===== src/rtl/imem_fetch_ctrl.sv =====
// Instruction fetch controller: program loader writes in IDLE, sequential
// fetch with stall/redirect/halt in RUN, sticky FAULT on bad addresses.
// Optional feature macro: IMEM_FETCH_PERF_EN adds fetch_count/stall_count.
module imem_fetch_ctrl #(
    parameter logic [31:0] RESET_PC  = 32'h0000_0000,
    parameter int unsigned MEM_DEPTH = 256
) (
    input  logic        clk,
    input  logic        rst_n,
    input  logic        start,
    input  logic        halt,
    input  logic        stall,
    input  logic        redirect_valid,
    input  logic [31:0] redirect_pc,
    input  logic        load_valid,
    input  logic [31:0] load_addr,
    input  logic [31:0] load_data,
    output logic        load_ready,
    output logic [31:0] mem_addr,
    output logic        mem_we,
    output logic [31:0] mem_wdata,
    input  logic [31:0] mem_rdata,
    output logic        instr_valid,
    output logic [31:0] instr,
    output logic [31:0] instr_pc,
`ifdef IMEM_FETCH_PERF_EN
    output logic [31:0] fetch_count,
    output logic [31:0] stall_count,
`endif
    output logic        fault
);

    localparam int unsigned ADDR_W = 32;

    typedef enum logic [1:0] {
        ST_IDLE  = 2'd0,
        ST_RUN   = 2'd1,
        ST_FAULT = 2'd2
    } state_t;

    state_t              state, state_nxt;
    logic [ADDR_W-1:0]   pc, pc_nxt;
    logic                valid_nxt;
    logic                fault_nxt;
    logic                issue;

    // Misaligned or beyond the attached memory.
    function automatic logic addr_bad(input logic [ADDR_W-1:0] a);
        return (a[1:0] != 2'b00) || ((a >> 2) >= ADDR_W'(MEM_DEPTH));
    endfunction

    // Next-state, datapath control and combinational memory/loader handshake.
    always_comb begin
        state_nxt  = state;
        pc_nxt     = pc;
        valid_nxt  = instr_valid;
        fault_nxt  = fault;
        issue      = 1'b0;
        mem_addr   = '0;
        mem_we     = 1'b0;
        mem_wdata  = '0;
        load_ready = 1'b0;

        case (state)
            ST_IDLE: begin
                valid_nxt = 1'b0;
                if (load_valid) begin
                    load_ready = 1'b1;
                    mem_addr   = load_addr;
                    mem_wdata  = load_data;
                    if (addr_bad(load_addr)) begin
                        fault_nxt = 1'b1;
                        state_nxt = ST_FAULT;
                    end else begin
                        mem_we = 1'b1;
                    end
                end
                // A simultaneous good load completes and start is still honoured.
                if (start && (state_nxt != ST_FAULT)) begin
                    pc_nxt    = RESET_PC;
                    state_nxt = ST_RUN;
                end
            end
            ST_RUN: begin
                mem_addr = pc;
                if (halt) begin
                    state_nxt = ST_IDLE;
                    valid_nxt = 1'b0;
                end else if (redirect_valid) begin
                    pc_nxt    = redirect_pc;
                    valid_nxt = 1'b0;
                end else if (addr_bad(pc)) begin
                    // Covers bad redirect targets and running off the end of memory.
                    fault_nxt = 1'b1;
                    valid_nxt = 1'b0;
                    state_nxt = ST_FAULT;
                end else if (!stall) begin
                    issue     = 1'b1;
                    valid_nxt = 1'b1;
                    pc_nxt    = pc + ADDR_W'(4);
                end
            end
            default: begin
                valid_nxt = 1'b0;
            end
        endcase

        // Reset is synchronous, so the handshake must be masked explicitly.
        if (!rst_n) begin
            mem_we     = 1'b0;
            load_ready = 1'b0;
        end
    end

    // State register and registered fetch outputs.
    always_ff @(posedge clk) begin
        if (!rst_n) begin
            state       <= ST_IDLE;
            pc          <= RESET_PC;
            instr_valid <= 1'b0;
            instr       <= '0;
            instr_pc    <= '0;
            fault       <= 1'b0;
        end else begin
            state       <= state_nxt;
            pc          <= pc_nxt;
            instr_valid <= valid_nxt;
            fault       <= fault_nxt;
            if (issue) begin
                instr    <= mem_rdata;
                instr_pc <= pc;
            end
        end
    end

`ifdef IMEM_FETCH_PERF_EN
    // Saturating issue and stall counters.
    always_ff @(posedge clk) begin
        if (!rst_n) begin
            fetch_count <= '0;
            stall_count <= '0;
        end else begin
            if (issue && (fetch_count != 32'hFFFF_FFFF)) begin
                fetch_count <= fetch_count + 32'd1;
            end
            if ((state == ST_RUN) && stall && (stall_count != 32'hFFFF_FFFF)) begin
                stall_count <= stall_count + 32'd1;
            end
        end
    end
`endif

endmodule


===== config.mk =====
export PLATFORM = sky130hd
export DESIGN_NAME = imem_fetch_ctrl
export DESIGN_NICKNAME = d
export VERILOG_FILES = /design/src/rtl/imem_fetch_ctrl.sv
export SDC_FILE = /design/constraint.sdc
export NUM_CORES = 1
export LEC_CHECK = 0
export BUFFER_PORTS_ARGS = -buffer_cell sky130_fd_sc_hd__clkbuf_2
export CORE_ASPECT_RATIO = 1.2
export CORE_MARGIN = 1
export CORE_UTILIZATION = 40
export CTS_CLUSTER_SIZE = 14
export DETAILED_ROUTE_END_ITERATION = 8
export GPL_TIMING_DRIVEN = 0
export PLACE_DENSITY_LB_ADDON = 0.15
export SLEW_MARGIN = 20
export SYNTH_ARGS = -nofsm -noshare
export SYNTH_HDL_FRONTEND = slang
export SYNTH_SLANG_ARGS = --single-unit
export TNS_END_PERCENT = 20

===== constraint.sdc =====
create_clock -name clk -period 4.2 [get_ports clk]
set_input_delay 0.84 -clock clk [delete_from_list [all_inputs] [get_ports clk]]
set_output_delay 0.84 -clock clk [all_outputs]
set_load 0.005 [all_outputs]

==> metrics.txt, run 1 <==
fmax 0.285 GHz; adder-cell share of the synthesized area 0.540%; Max IR drop VDD 0.000203 V; worst min path class reg -> reg; worst skew pair latency 0.34 ns; status complete, no violations; switching power 0.558 mW; Post-CTS Setup Inserts 0; dominant combinational cell family by area after synthesis simple AND/OR/NAND/NOR gates; library cells used by synthesis 47; die extent in y 120 um; post-synthesis average cell area 8.18 um2; Post-Syn Area 4640 um2; 1st-pass router iterations 5; H-Tree Depth 3; main area contributors after synthesis dfxtp_1 (43%), and3_1 (8.0%), nand2_1 (7.5%), a21oi_1 (6.8%), a22o_1 (6.2%); proportion of layout cells with a drive suffix above 1 34.4%; actual slew at the worst max-slew pin 0.661 ns; Final min period 3.50 ns; cell count after synthesis 567; first-pass GRT wire length 27.5 mm; Clock power frac 40.6%; internal power 1.55 mW; 1st-iter DRT viols 360; Slew Limit Fails 0; Die X 100 um; DR vias/cell 5.51; Routed WL 18.3 mm; CTS tree done; sequential power share 45.6%; reg2reg end pc[6]; post-CTS resize count 0; Fin. Hold Viols 0; Leakage 3.00 nW; r2r setup slk 1.64 ns; Crit Path Class reg -> out; Net Sw Frac 26.5%; global-route usage over all layers 30.1%; # port buffers 265; routed vias 5531; synthesis-to-finish area growth 39.5%; setup tns final 0 ns; Synth Area in Simple Gates 25.5%; Num Clock Sinks 100; Hold Crit Depth 2; FP Rows 42; Detail Route Antenna Nets 0; Top Layer Used met4; Setup-failing EPs final 0; routed length on met3 2.06 mm; Synth area leader dfxtp_1; Longest Clk Path Bufs 2; vias in the first global route 5319; Root Buffer clkbuf_16; Worst Setup End Kind output pin; CTS Buf Count 9; post-synth net total 704; top cell type's share of synthesized area 43.2%; RR Startpoint state[1]; slew margin rel. 55.5%; R2R cell count 7; I/O pins 267; pwr dens 326 nW/um2; DRC Markers 0; Synth Area in Compound Gates 24.1%; RSZ-0062 raised after global routing false; Startpoint Class flip-flop; WHS 0.459 ns; initial antenna violation count 2; Max-cap violations 0; Final period util 83.4%; ys async rst share 0%; post-synthesis sequential area ratio 43.2%; Gate power share 13.9%; initial core utilization 41.6%; Post-DP HPWL 14.5 mm; xor/xnor share of the synthesized area 1.13%; WL met2 8.86 mm; hold buffer count at cts 0; most used flip-flop cell after synthesis dfxtp_1; DR WL/cell 18.2 um; pin count of the biggest net entering global routing 19; Yosys warning total 0; Post-synth EDFFs 0; placer congestion estimate 0.917; min-delay src instr_pc[2]; Yosys reg bits 100; grt ovf 0; Layout Skew 0.00982 ns; Final #Nets 980; Core Footprint 11100 um2; Arr. time, crit path 2.66 ns; Worst-path clk slew 0.07 ns; Hold Crit Endpoint instr_pc[2]; Worst Path Required 3.36 ns; post-synthesis mux area share 0.674%; die area 12000 um2; met1 WL 6.67 mm; CP Max Fanout 10
## metrics by stage
step                utilization, %  cells  power, mW  instance area (um2)  setup slack [ns]
floorplan                        -    567       1.11                 4640              1.76
global placement              55.3    986       1.27                 6160              1.00
detailed placement            55.3    986       1.27                 6160             0.941
CTS                           58.0   1002       2.12                 6460             0.744
global route                  58.1   1004       2.19                 6470             0.533
finish                        58.1   1004       2.11                 6470             0.697
## registers in the layout (all words and copies together), names as in the netlist
register	count
pc	32
instr	32
instr_pc	32
fault	1
instr_valid	1
state	2
## worst max-delay path, stage by stage (launching register included)
cell and delay [ns]:
dfxtp_1 0.30, clkbuf_1 0.20, nor2_1 0.52, and2_1 0.21
clkbuf_1 0.18, clkbuf_1 0.51, a22o_1 0.26, clkbuf_2 0.13
## worst max-delay path by stage
| stage | start | end | slack (ns) |
|---|---|---|---|
| finish | state[1] | mem_addr[7] | 0.70 |
| global route | state[1] | mem_addr[7] | 0.53 |
| CTS | state[1] | mem_addr[13] | 0.74 |
| detailed placement | load_addr[23] | pc[28] | 0.94 |
| global placement | load_addr[23] | pc[29] | 1.00 |
| floorplan | load_addr[0] | pc[0] | 1.76 |
## final cells by class
cell class / count / area [um2]
inverter: 7 / 26.3
clock inverter: 7 / 81.3
timing repair buffer: 265 / 1330
sequential: 100 / 2000
multi-input combinational: 408 / 2410
buffer: 52 / 198
clock buffer: 9 / 225
tap: 154 / 193
antenna: 2 / 5.00
fill: 1111 / 4670
## cells in the final DEF (no fill, tap or decap), drive strengths merged, types with 5 or more instances in the layout
cell type,instances
a21oi,63
nor4,13
o21ai,25
and3,59
nor2,14
nand2,94
o211ai,5
nand3,5
o31ai,5
a211oi,7
nand4,24
dfxtp,100
clkbuf,323
a31oi,7
nor3,6
inv,9
a22o,33
## per-layer routing
metal / vias up / GRT usage (%)
met2: 285 / 50.2
met5: - / 0
li1: 2643 / -
met1: 2551 / 31.7
met4: 0 / 17.0
met3: 52 / 12.4
## Yosys cell counts, types with 2 or more instances
library cell / n
buf_2: 2
a31o_2: 2
nand2_1: 93
and2_1: 3
nor4_1: 12
inv_1: 6
a21oi_1: 63
nand3_1: 5
o31ai_1: 4
ha_1: 2
nor3b_1: 3
nor2_1: 14
nand4_1: 24
a31oi_1: 7
a2111oi_0: 2
o311ai_0: 2
mux2i_1: 2
a21o_1: 2
nor3_1: 6
and4_1: 2
o211ai_1: 5
o31a_1: 4
a22o_1: 33
o21ai_0: 25
dfxtp_1: 100
a211oi_1: 7
nor2b_1: 4
and3_1: 59
xor2_1: 3
a32o_1: 4
xnor2_1: 3
clkbuf_1: 49
## kinds of logic (layout without fill, tap and decap cells)
kind of cell,Yosys count,count (layout)
and+or+nand+nor,230,230
muxes,3,3
DFF,100,100
other,0,2
xor gates and xnor gates,6,6
adders and majority gates,2,2
buffers and inverters,59,340
AOI/OAI and AO/OA,167,167
## power groups by stage
| stage | Sequential (mW) | Combinational [mW] | Clock (mW) |
|---|---|---|---|
| floorplan | 0.981 | 0.130 | 0 |
| global placement | 0.983 | 0.282 | 0 |
| detailed placement | 0.983 | 0.287 | 0 |
| CTS | 0.961 | 0.288 | 0.869 |
| global route | 0.962 | 0.318 | 0.910 |
| finish | 0.961 | 0.292 | 0.856 |
Note: power is estimated with default switching activity, not from simulation.
==> inputs of run 2 (changes only) <==
--- a/config.mk
+++ b/config.mk
@@ -5,6 +5,7 @@
 export SDC_FILE = /design/constraint.sdc
 export NUM_CORES = 1
 export LEC_CHECK = 0
+export ABC_AREA = 1
 export BUFFER_PORTS_ARGS = -buffer_cell sky130_fd_sc_hd__clkbuf_2
 export CORE_ASPECT_RATIO = 1.2
 export CORE_MARGIN = 1
==> constraint.sdc (replaced) <==
create_clock -name clk -period 3.27 [get_ports clk]
set_input_delay 0.654 -clock clk [delete_from_list [all_inputs] [get_ports clk]]
set_output_delay 0.654 -clock clk [all_outputs]
set_load 0.005 [all_outputs]
==> run 2 against run 1 <==
Clock power rose by 21%. Combinational power is 97% higher. Non-clock buffer count shrank 9. Die area up 15%. Routed wire length barely moved. Synthesized area is 15% higher. Worst hold slack got worse by 0.0071 ns.
==> metrics.txt, run 2 <==
initial core utilization 41.6% (-0.064 points); Arr. time, crit path 2.03 ns (-0.63 ns); Max stage delay cell, worst path dfxtp_1; Post-DP HPWL 14.2 mm (-1.8%); Routed WL 18.3 mm (about the same); sequential power share 44.6% (-1.0 points); Startpoint Class flip-flop; top cell type's share of synthesized area 37.5% (-5.6 points); Core Footprint 12800 um2 (+15%); Slew Limit Fails 0 (unchanged); Setup-failing EPs final 0 (unchanged); die extent in y 129 um (+7.1%); RSZ-0062 raised after global routing false; 1st-iter DRT viols 415 (+15%); routed length on met3 1.22 mm (-41%); Multi-input gate area 2650 um2 (+9.8%); fmax 0.373 GHz; Yosys warning total 0 (unchanged); Post-synth top cells nor2_1 (186), nand2_1 (171), inv_1 (114); Gate power share 19.8% (+5.9 points); Max-cap violations 0 (unchanged); Longest Clk Path Bufs 2 (unchanged); commonest non-fill, non-tap cell in the layout clkbuf_2; Fillers 1384 (+25%); Final #Nets 1271 (+30%); initial antenna violation count 0 (-2); placer congestion estimate 0.892 (-2.7%); 1st-pass router iterations 5 (unchanged); WL met2 8.77 mm (-0.91%); Ant. Diodes 0 (-2); vias in the first global route 5503 (+3.5%); Synth area leader dfxtp_1; Net Sw Frac 31.0% (+4.5 points); Layout Skew 0.00821 ns (-0.00161 ns); Crit Path Class reg -> out; post-route setup slack 0.587 ns (-0.110 ns); CTS tree done; pwr dens 408 nW/um2 (+25%); DR vias/cell 4.78 (-13%); Fin. Hold Viols 0 (unchanged); leading cell types in the layout, fill and taps excluded clkbuf_2 (264), nor2_1 (186), nand2_1 (171); dpl ws 0.613 ns (-0.328 ns); post-synthesis average cell area 6.21 um2 (-24%); Register Area 2000 um2 (unchanged); die area 13800 um2 (+15%); proportion of layout cells with a drive suffix above 1 28.9% (-5.5 points); worst min path class reg -> reg; Num Clock Sinks 100 (unchanged); CP Launch Point state[0]; Worst Setup End Kind output pin; WHS 0.452 ns (-0.00708 ns); worst skew pair latency 0.35 ns (about the same); CP max stage delay 0.35 ns (-0.17 ns); DR WL/cell 14.0 um (-23%); synthesis-to-finish area growth 34.0%; RR Startpoint pc[14]; Detail Route Antenna Nets 0 (unchanged); Final min period 2.68 ns; Die X 107 um (+7.1%); main area contributors after synthesis dfxtp_1 (38%), nor2_1 (13%), nand2_1 (12%), inv_1 (8.0%), o21ai_0 (8.0%); Post-CTS Setup Inserts 0 (unchanged); critical path, cell by cell nor2_1 > nand2_1 > inv_1 > buf_2 > nand2_1 > o21ai_0 > clkbuf_2; post-synthesis sequential area ratio 37.5% (-5.6 points); FP Rows 45 (+7.1%); # port buffers 264 (-0.38%); Post-synth EDFFs 0 (unchanged); setup tns final 0 ns (unchanged); Final period util 82.1%; Final Core Density 55.7% (-2.4 points); Worst Path Required 2.62 ns (-0.74 ns); DRC Markers 0 (unchanged); switching power 0.904 mW (+62%); ys async rst share 0% (unchanged); Top Layer Used met4; library cells used by synthesis 30 (-36%); cell with the most instances after synthesis nor2_1; routed vias 6228 (+13%); met1 WL 7.83 mm (+17%); post-synth net total 996 (+41%); status complete, no violations; Total Power 2.92 mW (+38%); actual slew at the worst max-slew pin 0.677 ns (+0.0160 ns); slew margin rel. 54.8% (-0.66 points); global-route usage over all layers 26.2% (-3.9 points); internal power 2.01 mW (+30%); Root Buffer clkbuf_16; CP most frequent cell nand2_1; CP Max Fanout 10 (unchanged); Post-Syn Area 5340 um2 (+15%); Clock power frac 35.6% (-5.0 points); min-delay src fault; Leakage 3.92 nW (+31%); post-CTS resize count 0 (unchanged); CTS Buf Count 9 (unchanged); hold buffer count at cts 0 (unchanged); Yosys reg bits 100 (unchanged); Max IR drop VDD 0.000201 V (-1.3%); cell count after synthesis 859 (+51%); largest registers instr (32), instr_pc (32), pc (32); pin count of the biggest net entering global routing 19 (unchanged); first-pass GRT wire length 27.9 mm (+1.4%); grt ovf 0 (unchanged); most used flip-flop cell after synthesis dfxtp_1; Worst-path clk slew 0.07 ns (about the same); I/O pins 267 (unchanged); H-Tree Depth 3 (unchanged)
run 2: cells by family after synthesis:
group / count (synthesis) / share of synthesized area [%]
xor+xnor: 1 / 0.164
compound gates: 156 / 15.3
simple gates: 435 / 33.7
fa+ha+maj: 2 / 0.469
buf+inv: 165 / 12.8
flops: 100 / 37.5
run 2: layer usage:
layer / track usage (%) / vias up
li1: - / 3237
met1: 32.5 / 2753
met2: 43.9 / 214
met3: 4.76 / 24
met4: 12.4 / 0
met5: 0 / -
run 2: final timing paths:
kind              depth (start not counted)      endpoint  slack, ns
setup / recovery                          7  mem_addr[11]       0.59
hold reg to reg                           2         fault       0.45
hold / removal                            2         fault       0.45
setup reg to reg                          8         pc[4]       1.29
run 2: power by group through the flow:
stage                     combinational, mW  clock (mW)  sequential, mW
after floorplan                       0.325           0            1.32
after global placement                0.569           0            1.33
after detailed placement              0.572           0            1.33
after CTS                             0.577        1.06            1.30
after global routing                  0.646        1.12            1.31
final                                 0.576        1.04            1.30
run 2: area by class of cell:
class | count | area share, %
Sequential cell | 100 | 28.0
Clock inverter | 6 | 0.805
Multi-Input combinational cell | 594 | 37.0
Tap cell | 164 | 2.87
Timing Repair Buffer | 264 | 18.5
Clock buffer | 10 | 3.20
Inverter | 121 | 6.35
Buffer | 44 | 3.24
run 2: critical path: cells and delay by family (launching register included):
| family | cells | cell delay (ns) |
|---|---|---|
| buffers and inverters | 3 | 0.59 |
| AOI/OAI and AO/OA | 1 | 0.15 |
| and+or+nand+nor | 3 | 0.60 |
| DFF | 1 | 0.35 |
run 2: per-stage QoR:
step / cell area [um2] / instances
after floorplan: 5340 / 859
after global placement: 6860 / 1287
after detailed placement: 6860 / 1287
after CTS: 7150 / 1303
after global routing: 7150 / 1303
final: 7150 / 1303
==> inputs of run 3 (changes only) <==
==> constraint.sdc (replaced) <==
create_clock -name clk -period 2.7 [get_ports clk]
set_input_delay 0.54 -clock clk [delete_from_list [all_inputs] [get_ports clk]]
set_output_delay 0.54 -clock clk [all_outputs]
set_load 0.005 [all_outputs]
==> run 3 against run 2 <==
Worst hold slack lost 0.024 ns. Sequential share of layout area is essentially flat. Critical path type unchanged. Critical endpoint unchanged. Highest routed layer unchanged. Count of clock-buffer cells in the layout is the same. Clock power grew 21%. Power grew 21%. Largest power group unchanged. Sequential cell count is the same. Non-clock buffer count is the same. Largest cell class unchanged. First-iteration DRC count grew 0.24%.
==> metrics.txt, run 3 (synthesized netlist as in run 2, its figures left out) <==
Post-DP HPWL 14.2 mm (unchanged); Post-CTS Setup Inserts 0 (unchanged); WHS 0.428 ns (-0.0236 ns); status complete, no violations; Register Area 2000 um2 (unchanged); DRC Markers 0 (unchanged); routed vias 6229 (+0.016%); Core Footprint 12800 um2 (unchanged); Final Core Density 55.7% (about the same); Ant. Diodes 0 (unchanged); Hold Crit Endpoint instr[26]; pwr dens 494 nW/um2 (+21%); Final #Nets 1271 (unchanged); Total Power 3.53 mW (+21%); slew margin rel. 54.8% (unchanged); Leakage 3.92 nW (about the same); initial core utilization 41.6% (unchanged); die extent in y 129 um (unchanged); Multi-input gate area 2650 um2 (about the same); worst min path class in -> reg; met2 GRT Util 43.9% (unchanged); 1st-pass router iterations 5 (unchanged); Hold Crit Depth 3 (+1); CTS tree done; I/O pins 267 (unchanged); post-route setup slack 0.218 ns (-0.369 ns); RSZ-0062 raised after global routing false; setup tns final 0 ns (unchanged); Detail Route Antenna Nets 0 (unchanged); GRT busiest layer met2; Longest Clk Path Bufs 2 (unchanged); Arr. time, crit path 1.94 ns (-0.09 ns); worst skew pair latency 0.35 ns (about the same); global-route usage over all layers 26.2% (unchanged); Worst-path clk slew 0.08 ns (about the same); Fillers 1383 (-0.072%); Setup-failing EPs final 0 (unchanged); FP Rows 45 (unchanged); Layout Skew 0.00810 ns (-0.000112 ns); actual slew at the worst max-slew pin 0.677 ns (unchanged); vias in the first global route 5503 (unchanged); Root Buffer clkbuf_16; Final min period 2.48 ns; initial antenna violation count 0 (unchanged); Worst Setup End Kind output pin; H-Tree Depth 3 (unchanged); CP Max Fanout 10 (unchanged); DR WL/cell 14.0 um (about the same); # port buffers 264 (unchanged); r2r setup slk 0.72 ns (-0.57 ns); Crit Path Class reg -> out; GR Util met3 4.76% (unchanged); commonest non-fill, non-tap cell in the layout clkbuf_2; post-CTS resize count 0 (unchanged); Max IR drop VDD 0.000243 V (+21%); Routed WL 18.3 mm (about the same); fmax 0.403 GHz; synthesis-to-finish area growth 34.0% (about the same); Max-cap violations 0 (unchanged); Fin. Hold Viols 0 (unchanged); min-delay src mem_rdata[26]; met1 Usage GRT 32.5% (unchanged); DR vias/cell 4.78 (about the same); grt ovf 0 (unchanged); pin count of the biggest net entering global routing 19 (unchanged); RR Startpoint pc[14]; first-pass GRT wire length 27.9 mm (unchanged); Die X 107 um (unchanged); Num Clock Sinks 100 (unchanged); die area 13800 um2 (unchanged); CTS Buf Count 9 (unchanged); reg2reg end pc[4]; proportion of layout cells with a drive suffix above 1 29.0% (+0.088 points); largest registers instr (32), instr_pc (32), pc (32); Final period util 91.9%; leading cell types in the layout, fill and taps excluded clkbuf_2 (264), nor2_1 (185), nand2_1 (171); R2R cell count 8 (unchanged); 1st-iter DRT viols 416 (+0.24%); dpl ws 0.271 ns (-0.342 ns); Startpoint Class flip-flop; Worst Path Required 2.16 ns (-0.46 ns); Slew Limit Fails 0 (unchanged); hold buffer count at cts 0 (unchanged); placer congestion estimate 0.892 (unchanged)
[run 3: cell counts in the layout (fill, tap and decap cells not counted)]
Identical to the previous run, type by type.
[run 3: per-stage QoR]
step                instance area (um2)  instances
global route                       7150       1303
global placement                   6860       1287
detailed placement                 6860       1287
CTS                                7150       1303
finish                             7150       1303
floorplan                          5340        859
[run 3: critical path: stages (launching register included)]
cell and delay (ns):
dfxtp_1 0.35, nor2_2 0.20, nand2_1 0.21, inv_1 0.15, buf_2 0.26, nand2_1 0.11
o21ai_0 0.15, clkbuf_2 0.18
[run 3: power breakdown]
group          internal, mW  total (mW)  switching [mW]
sequential             1.53        1.58          0.0513
clock                 0.646        1.26           0.613
combinational         0.268       0.699           0.431
[run 3: worst max-delay path by stage]
stage,from,to
floorplan,rst_n,mem_we
global placement,rst_n,mem_we
detailed placement,rst_n,mem_we
CTS,state[0],mem_addr[11]
global route,state[0],mem_addr[11]
finish,state[0],mem_addr[11]
[run 3: final cells by class]
cell class,count,area share [%]
timing repair buffer,264,18.5
buffer,44,3.24
clock buffer,10,3.20
tap,164,2.87
sequential,100,28.0
multi-input combinational,594,37.1
clock inverter,6,0.805
inverter,121,6.35
[run 3: routing by layer]
| layer | vias to the layer above | part of all wire (%) |
|---|---|---|
| met5 | - | 0 |
| met4 | 0 | 2.6 |
| met3 | 24 | 6.7 |
| met2 | 214 | 48 |
| met1 | 2753 | 43 |
| li1 | 3238 | - |
